**config.mk**
```make
export PLATFORM = sky130hd
export DESIGN_NAME = instr_fetch_unit
export DESIGN_NICKNAME = d
export VERILOG_FILES = /design/src/rtl/instr_fetch_unit.sv
export SDC_FILE = /design/constraint.sdc
export NUM_CORES = 1
export LEC_CHECK = 0
export BUFFER_PORTS_ARGS = -buffer_cell sky130_fd_sc_hd__buf_2
export CAP_MARGIN = 20
export CORE_MARGIN = 3
export CORE_UTILIZATION = 57
export CTS_CLUSTER_DIAMETER = 150
export DETAILED_ROUTE_END_ITERATION = 12
export PLACE_DENSITY = 0.8
export SYNTH_ARGS = -nofsm -noshare
export SYNTH_HDL_FRONTEND = slang
export SYNTH_SLANG_ARGS = --single-unit
```
**constraint.sdc**
```tcl
create_clock -name clk -period 5.4 [get_ports clk]
set_input_delay 0.54 -clock clk [delete_from_list [all_inputs] [get_ports clk]]
set_output_delay 0.54 -clock clk [all_outputs]
set_load 0.005 [all_outputs]
```
**src/rtl/instr_fetch_unit.sv**
```systemverilog
// Instruction fetch unit: owns the fetch PC, issues 1-cycle-latency reads to
// instruction memory and queues returned words for decode. Optional macro: FETCH_ALIGN_CHECK_EN.
module instr_fetch_unit #(
  parameter logic [31:0] RESET_PC = 32'h0000_0000,
  parameter int          QDEPTH   = 2
) (
  input  logic        clk,
  input  logic        rst,
  output logic        mem_req,
  output logic [31:0] mem_pc,
  input  logic [31:0] mem_instruct,
  input  logic        redirect_valid,
  input  logic [31:0] redirect_pc,
  output logic        inst_valid,
  output logic [31:0] inst,
  output logic [31:0] inst_pc,
  input  logic        inst_ready,
  output logic        fetch_fault
);

  localparam int PW = (QDEPTH > 1) ? $clog2(QDEPTH) : 1;
  localparam int CW = PW + 1;
  localparam logic [CW:0] DEPTH_LIMIT = (CW + 1)'(QDEPTH);

  logic [31:0]   fetch_pc;
  logic [31:0]   issued_pc;
  logic [31:0]   redirect_target;
  logic          inflight;
  logic          drop;
  logic [PW-1:0] rd_ptr;
  logic [PW-1:0] wr_ptr;
  logic [PW-1:0] rd_next;
  logic [CW-1:0] count;
  logic [CW-1:0] remaining;
  logic [CW:0]   credit_used;
  logic [31:0]   q_inst [QDEPTH];
  logic [31:0]   q_pc   [QDEPTH];
  logic [31:0]   head_inst;
  logic [31:0]   head_pc;
  logic          pop;
  logic          push;
  logic          flush;

  assign pop        = inst_valid & inst_ready;
  assign flush      = redirect_valid;
  assign push       = inflight & ~drop & ~redirect_valid;
  assign inst_valid = (count != '0);
  assign inst       = head_inst;
  assign inst_pc    = head_pc;
  assign mem_pc     = fetch_pc;

  // Credits cover queued words plus the one still in flight, so a response never hits a full queue.
  assign credit_used = {1'b0, count} + {{CW{1'b0}}, inflight} - {{CW{1'b0}}, pop};
  assign mem_req     = rst & ~redirect_valid & (credit_used < DEPTH_LIMIT);

  assign remaining = count - {{(CW-1){1'b0}}, pop};
  assign rd_next   = pop ? rd_ptr + PW'(1) : rd_ptr;

`ifdef FETCH_ALIGN_CHECK_EN
  logic fault_q;

  assign redirect_target = {redirect_pc[31:2], 2'b00};
  assign fetch_fault     = fault_q;

  always_ff @(posedge clk or negedge rst) begin
    if (!rst) begin
      fault_q <= 1'b0;
    end else if (redirect_valid && (redirect_pc[1:0] != 2'b00)) begin
      fault_q <= 1'b1;
    end
  end
`else
  assign redirect_target = redirect_pc;
  assign fetch_fault     = 1'b0;
`endif

  always_ff @(posedge clk or negedge rst) begin
    if (!rst) begin
      fetch_pc  <= RESET_PC;
      issued_pc <= RESET_PC;
      inflight  <= 1'b0;
      drop      <= 1'b0;
    end else begin
      inflight <= mem_req;
      drop     <= redirect_valid & inflight;
      if (mem_req) begin
        issued_pc <= fetch_pc;
      end
      if (redirect_valid) begin
        fetch_pc <= redirect_target;
      end else if (mem_req) begin
        fetch_pc <= fetch_pc + 32'd4;
      end
    end
  end

  always_ff @(posedge clk or negedge rst) begin
    if (!rst) begin
      rd_ptr <= '0;
      wr_ptr <= '0;
      count  <= '0;
    end else if (flush) begin
      rd_ptr <= '0;
      wr_ptr <= '0;
      count  <= '0;
    end else begin
      rd_ptr <= rd_next;
      if (push) begin
        wr_ptr <= wr_ptr + PW'(1);
      end
      if (push && !pop) begin
        count <= count + CW'(1);
      end else if (!push && pop) begin
        count <= count - CW'(1);
      end
    end
  end

  always_ff @(posedge clk) begin
    if (push) begin
      q_inst[wr_ptr] <= mem_instruct;
      q_pc[wr_ptr]   <= issued_pc;
    end
  end

  // Registered head keeps the last delivered word visible once the queue drains.
  always_ff @(posedge clk or negedge rst) begin
    if (!rst) begin
      head_inst <= 32'h0;
      head_pc   <= 32'h0;
    end else if (!flush) begin
      if (remaining != '0) begin
        head_inst <= q_inst[rd_next];
        head_pc   <= q_pc[rd_next];
      end else if (push) begin
        head_inst <= mem_instruct;
        head_pc   <= issued_pc;
      end
    end
  end

endmodule

```
== Word level (Yosys, flattened, before mapping) ==
Memories as Yosys holds them, arrays and structs flattened.
Cells that the tools add are included.
Storage, ports and cells
  flip-flop bits (word level): 134
  RAM bits: 128
  memories: 2
Memory list
  q_inst: words 2, width 32, read ports 1, clocked after Yosys merged registers in 0, write ports 1, RTL line 36  | logic [31:0] q_inst [QDEPTH];
  q_pc: words 2, width 32, read ports 1, clocked after Yosys merged registers in 0, write ports 1, RTL line 37  | logic [31:0] q_pc [QDEPTH];
Cells by class
  add/sub/neg operators: 8
  magnitude comparators: 1
  muxes and demuxes: 15
  bitwise operators: 8
  reduce and logical (&&, ||, !) cells: 11
Operators with widths (count)
  32-bit two-way mux: 6
  32-bit by 3-bit adder with 32-bit output, second input constant: 1
  2-bit nonzero test: 5
  1-bit bitwise AND: 6
  1-bit two-way mux: 6
  2-bit two-way mux: 3
  2-bit by 1-bit adder with 3-bit output: 1
  3-bit by 2-bit < comparator with 1-bit output, second input constant: 1
  3-bit nonzero test: 1
  3-bit by 1-bit subtractor with 3-bit output: 1
  1-bit adder, second input constant: 2
  2-bit by 1-bit adder with 2-bit output, second input constant: 1
  1-bit logical AND: 2
  1-bit zero test: 2
  1-bit inverter: 2
  2-bit AND reduction: 1
  2-bit by 1-bit subtractor with 2-bit output: 1
  2-bit by 1-bit subtractor with 2-bit output, second input constant: 1

== Longest topological paths before layout ==
Gate-level depths: netlist (run 1).
  depth after elaboration: 8
  mapped depth: 10
  gate-level depth less buffers: 8

== Least setup slack after synthesis (run 1) ==
OpenSTA, ideal clock, no wires.
  path type: input -> register
  start: in redirect_valid
  end: mem q_inst[0][0], enable pin
  data arrival time: 3529 ps
  path slack: 1385 ps
  stages: 4
  cell sequence: inv_1 > buf_2 > nand2_1 > nor2_1
On the way
  longest elaborated chain between the ends: 4
Ends and longest elaborated chain
  from (decl): RTL line 12  | input logic redirect_valid,
  1-bit inverter (no line)
  1-bit bitwise AND: RTL line 46  | assign push = inflight & ~drop & ~redirect_valid;
  1-bit two-way mux: RTL line 120  | if (push) begin
  1-bit two-way mux (not written as such): RTL line 121  | q_inst[wr_ptr] <= mem_instruct;
  to (decl): RTL line 36
Every way passes these cells.

== Worst setup path after layout (run 1) ==
  start: reg count[0]
  end: out mem_req
On the way
  longest elaborated chain between the ends: 5
Ends and longest elaborated chain
  from (decl): RTL line 33  | logic [CW-1:0] count;
  from (signal assigned): RTL line 112  | count <= count + CW'(1);
  from (signal assigned): RTL line 114  | count <= count - CW'(1);
  parallel branches: the longest is 2 deep, another holds 2-bit by 1-bit adder with 3-bit output
  3-bit by 1-bit subtractor with 3-bit output (*): RTL line 53  | assign credit_used = {1'b0, count} + {{CW{1'b0}}, inflight} - {{CW{1'b0}}, pop};
  3-bit by 2-bit < comparator with 1-bit output (*): RTL line 54  | assign mem_req = rst & ~redirect_valid & (credit_used < DEPTH_LIMIT);
  1-bit bitwise AND (*): RTL line 54
  to (decl): RTL line 9  | output logic mem_req,
Mark *: on every way between the ends.

==> results of run 1 <==
## synth_stat cells (2+ instances only)
cell type,number
nor4b_1,2
o41ai_1,2
nor3_1,5
and3_1,3
nor4_1,6
nor2_1,20
a221oi_1,3
and2_1,2
o31ai_1,8
dfrtp_1,134
and4_1,4
a22oi_1,2
clkbuf_1,39
a21oi_1,3
inv_1,7
nand4_1,12
or4b_1,3
mux2i_1,65
or4b_2,2
a311oi_1,2
mux2_2,34
buf_4,2
edfxtp_1,128
nand2_1,156
o21ai_0,18
or3_2,2
a311o_1,2
xnor2_1,11
or2_2,3
nor3b_1,2
xor2_1,4
nor2b_1,9
o221ai_1,64
a31oi_1,8
buf_2,10
nand3_1,17
or4_1,7
## power breakdown
| part | switching, mW | leakage [nW] | internal, mW |
|---|---|---|---|
| logic | 0.394 | 2.44 | 0.359 |
| registers | 0.205 | 2.77 | 2.39 |
| clock network | 0.732 | 0.432 | 1.09 |
| total | 1.33 | 5.64 | 3.83 |
## through the flow
stage | hold slack, ns | power, mW | std cells | util
3_5_place_dp | 0.468 | 3.38 | 1171 | 0.651
5_1_grt | 0.0334 | 5.41 | 1221 | 0.700
3_3_place_gp | 0.464 | 3.34 | 1171 | 0.651
2_1_floorplan | 0.244 | 2.98 | 818 | -
6_report | 0.00653 | 5.16 | 1221 | 0.700
4_1_cts | 0.0240 | 5.20 | 1221 | 0.700
## worst max-delay path by stage
stage | startpoint | end | slack [ns] | cells after the start
6_report | count[0] | mem_req | 1.73 | 7
5_1_grt | count[0] | mem_req | 1.55 | 7
4_1_cts | count[0] | mem_req | 1.74 | 7
3_5_place_dp | inst_ready | mem_pc[26] | 1.83 | 9
3_3_place_gp | inst_ready | mem_pc[26] | 1.94 | 9
2_1_floorplan | redirect_valid | q_inst[0][0] | 1.39 | 4
## routing by layer
layer / wire length [um] / part of all wire / track usage
met5: 0 / 0 / 0
met4: 384 / 0.016 / 0.0560
met3: 1950 / 0.081 / 0.0449
met2: 11200 / 0.46 / 0.377
met1: 10600 / 0.44 / 0.335
## cells by family (layout without fill, tap and decap cells)
group / Yosys count / in the layout / share of synthesized area
flops: 262 / 262 / 0.666
compound gates: 118 / 118 / 0.0852
simple gates: 262 / 262 / 0.116
fa+ha+maj: 2 / 2 / 0.00301
xor+xnor: 15 / 15 / 0.0122
mux: 99 / 99 / 0.0956
other cells: 1 / 1 / 0.000347
buf+inv: 59 / 233 / 0.0223
## sequential cells by signal, summed over array words and instances (netlist names), 2 cells and up
register / count
issued_pc: 32
q_pc: 64
mem_pc: 32
inst_pc: 32
q_inst: 64
count: 2
inst: 32
## critical path: stages, from the launching register on
cell and delay [ns]:
dfrtp_1 0.40, nor2b_1 0.57, or2_2 0.24, nand2_1 0.08
fa_1 0.42, xor2_1 0.61, nor3_4 0.11, buf_2 0.17
## area by class of cell
type | count | area, um^2 | share of cell area
Clock buffer | 38 | 768 | 0.0601
Multi-Input combinational cell | 497 | 3440 | 0.269
Inverter | 7 | 26.3 | 0.00206
Sequential cell | 262 | 7200 | 0.563
Timing Repair Buffer | 176 | 952 | 0.0745
Tap cell | 229 | 287 | 0.0224
Clock inverter | 12 | 113 | 0.00881
==> results.json, run 1 <==
{
  "status": "complete, no violations",
  "worstPathRequired_ns": 4.86,
  "cts_tree": "done",
  "setup_ws_ns": 1.73,
  "maxCapViolations": 0,
  "cp-start-kind": "flip-flop",
  "drt_iter0_drc": 476,
  "drc_errors": 0,
  "skew_ns": 0.00935,
  "nFillCells": 1248,
  "fin_crit_sh": 0.680,
  "finalHoldViolations": 0,
  "fp.dieW_um": 144,
  "die_h_um": 144,
  "finalWirelength_um": 24100,
  "pre_cts_ws_ns": 1.83,
  "gp_congestion": 0.919,
  "reg2reg_from": "count[0]",
  "avgSynthCellArea_um2": 13.2,
  "ir_worst_vdd_mv": 0.240,
  "yosys.area.top_type": "edfxtp_1",
  "slew_headroom": 0.335,
  "postCtsHoldBufs": 0,
  "num_antenna_cells": 0,
  "path_clk_slew_ns": 0.06,
  "cts_buffers": 27,
  "vias": 7367,
  "grt_first_pass_wirelength_um": 38300,
  "port_buffers": 165,
  "die-area_um2": 20700,
  "synth_top_area_share": 0.356,
  "p_leak_nw": 5.64,
  "path_max_fanout": 9,
  "dpl_cell_area_um2": 11900,
  "yosysSeqAreaShare": 0.666,
  "ys_ff_latch": 262,
  "final_nets": 1041,
  "worstSetupPathType": "reg2out",
  "cts_buffer_depth": 3,
  "ys_types": 54,
  "syn_nets": 888,
  "synth_area_leaders": "edfxtp_1, dfrtp_1, mux2i_1",
  "synth_area_um2": 10800,
  "r2r_slack_ns": 2.03,
  "final_common_cell": "buf_2",
  "grt_pass1_vias": 7378,
  "post_cts_buffers": 0,
  "cp-end-kind": "output pin",
  "synthCells": 818,
  "htree_levels": 1,
  "grt_max_degree": 129,
  "antenna_left": 0,
  "areaGrowthSynthToFinish_pct": 18.2,
  "r2r_end": "mem_pc[26]",
  "ys.flop_type": "dfrtp_1",
  "fmax_mhz": 272,
  "drive_above_1_share": 0.271,
  "cts.sinks": 262,
  "finalSetupViolCount": 0,
  "coreArea_um2": 18300,
  "r2r_cells": 8,
  "cts-root-buf": "clkbuf_16",
  "clock_latency_ns": 0.52,
  "grt_util_all_layers": 0.234,
  "min_period_ns": 3.67,
  "rsz0062_at_grt": "false",
  "async_reset_ff_frac": 0.511,
  "dp_hpwl_um": 15100,
  "antenna_found_initial": 0,
  "final_cell_mix": "buf_2, nand2_1, dfrtp_1, edfxtp_1, mux2i_1",
  "drv_slew": 0,
  "yosysWarnings": 0,
  "io_pins": 167,
  "hold_class": "in2async",
  "grt_overflow": 0,
  "cts_resized": 0,
  "post_drt_wl_per_cell_um": 19.8,
  "fin_area_um2": 12800,
  "setup_tns_ns": 0,
  "worstMarginPinSlew_ns": 0.993,
  "critical_path_arrival_ns": 3.13,
  "dr.pass1.iters": 5,
  "power_density_nw_per_um2": 404,
  "initial_core_util": 0.592,
  "vias_per_cell": 6.03,
  "row_count": 49,
  "synth_edf_count": 128
}
(Power assumes the default switching activity.)
==> run 2: changes to the inputs <==
clock period = 3.55 ns   (was 5.4 ns; I/O delays follow)
==> results.json, run 2 (synthesis gave the netlist of run 1 again) <==
{
  "grt_pass1_vias": 7219,
  "drv_slew": 0,
  "io_pins": 167,
  "slew_headroom": 0.425,
  "final_cell_mix": "buf_2, nand2_1, dfrtp_1, edfxtp_1, mux2i_1",
  "min_period_ns": 3.33,
  "status": "complete, no violations",
  "hold_class": "in2reg",
  "final_nets": 1048,
  "ir_worst_vdd_mv": 0.369,
  "initial_core_util": 0.592,
  "setup_tns_ns": 0,
  "top_regs": "q_inst: 64 flops, q_pc: 64 flops",
  "hold_depth": 1,
  "grt_util_all_layers": 0.235,
  "antenna_left": 0,
  "die_h_um": 144,
  "post_drt_wl_per_cell_um": 19.8,
  "nFillCells": 1275,
  "cts_tree": "done",
  "cts.sinks": 262,
  "coreArea_um2": 18300,
  "stdcell_count": 1228,
  "clock_latency_ns": 0.52,
  "gp_congestion": 0.897,
  "cts-root-buf": "clkbuf_16",
  "drc_errors": 0,
  "fp.dieW_um": 144,
  "finalWirelength_um": 24400,
  "grt_max_degree": 80,
  "place_inst": 1177,
  "grt_overflow": 0,
  "r2r_cells": 9,
  "skew_ns": 0.0210,
  "grt_first_pass_wirelength_um": 38800,
  "cts_buffer_depth": 3,
  "fmax_mhz": 300,
  "final_common_cell": "buf_2",
  "finalSetupViolCount": 0,
  "drive_above_1_share": 0.279,
  "maxCapViolations": 0,
  "power_density_nw_per_um2": 612,
  "port_buffers": 165,
  "die-area_um2": 20700,
  "cts_resized": 0,
  "rsz0062_at_grt": "false",
  "finalHoldViolations": 0,
  "worstSetupPathType": "reg2out",
  "htree_levels": 1,
  "path_max_fanout": 14,
  "worstMarginPinSlew_ns": 0.863,
  "critical_path_arrival_ns": 2.97,
  "cp-end-kind": "output pin",
  "dp_hpwl_um": 15200,
  "row_count": 49,
  "path_clk_slew_ns": 0.06,
  "dr.pass1.iters": 5,
  "antenna_found_initial": 2,
  "areaGrowthSynthToFinish_pct": 18.7,
  "worstPathRequired_ns": 3.19,
  "cts_buffers": 27,
  "cp-start-kind": "flip-flop",
  "p_leak_nw": 5.68,
  "vias": 7467,
  "num_antenna_cells": 0,
  "drt_iter0_drc": 478,
  "fin_crit_sh": 0.938,
  "vias_per_cell": 6.08
}
run 2: cell types whose count changed in the layout (fill, tap and decap cells not counted), sizes merged:
cell	change
dlygate4sd3	+1
clkbuf	-3
buf	+6
clkinv	+3
run 2: worst paths after layout:
path	end	slack, ns	startpoint
setup / recovery	mem_req	0.22	count[0]
hold / removal	q_inst[1][26]	0.04	mem_instruct[26]
setup reg to reg	mem_pc[17]	0.50	count[0]
hold reg to reg	inst[9]	0.48	inst[9]
max in group asynchronous	mem_pc[14]	1.37	rst
min in group asynchronous	mem_pc[16]	0.29	rst
run 2: routing by layer:
metal	vias to the layer above	routed length [um]	track usage	share of wire
li1	3418	-	-	-
met1	3643	10500	0.352	0.43
met2	371	11400	0.369	0.47
met3	31	2070	0.0386	0.085
met4	4	321	0.0481	0.013
met5	-	37	0	0.0015
run 2: area by class of cell:
type                       instances  area, um^2  area share
timing repair buffer             183        1010      0.0785
sequential                       262        7200       0.561
clock buffer                      35         746      0.0581
tap                              229         287      0.0223
inverter                           7        26.3     0.00205
clock inverter                    15         136      0.0106
multi-input combinational        497        3440       0.268
run 2: timing repair:
action,in CTS,in global routing
endpoints found under the hold margin,5,0
buffers inserted,0,0
hold buffers,1,0
run 2: per-stage QoR:
stage	hold slack, ns	cell area (um^2)	utilization	total power [mW]	worst slack [ns]
floorplan	0.0594	10800	-	4.54	0.531
global placement	0.167	11900	0.654	5.09	0.583
detailed placement	0.166	11900	0.654	5.15	0.498
CTS	0.0179	12800	0.703	7.92	0.211
global route	0.0249	12800	0.703	8.24	0.0216
finish	0.0353	12800	0.703	7.86	0.221
run 2: power breakdown:
part	total [mW]	internal, mW	switching (mW)
Clock	2.76	1.63	1.13
Sequential	3.95	3.63	0.315
Combinational	1.15	0.550	0.601
Total	7.86	5.81	2.05
run 2: worst max-delay path, stage by stage (launching register included):
cell	delay, ns
dfrtp_1	0.41
nor2b_1	0.16
buf_4	0.17
or2_2	0.14
nand2_1	0.07
fa_1	0.41
xor2_1	0.28
nor3_4	0.57
buf_2	0.24
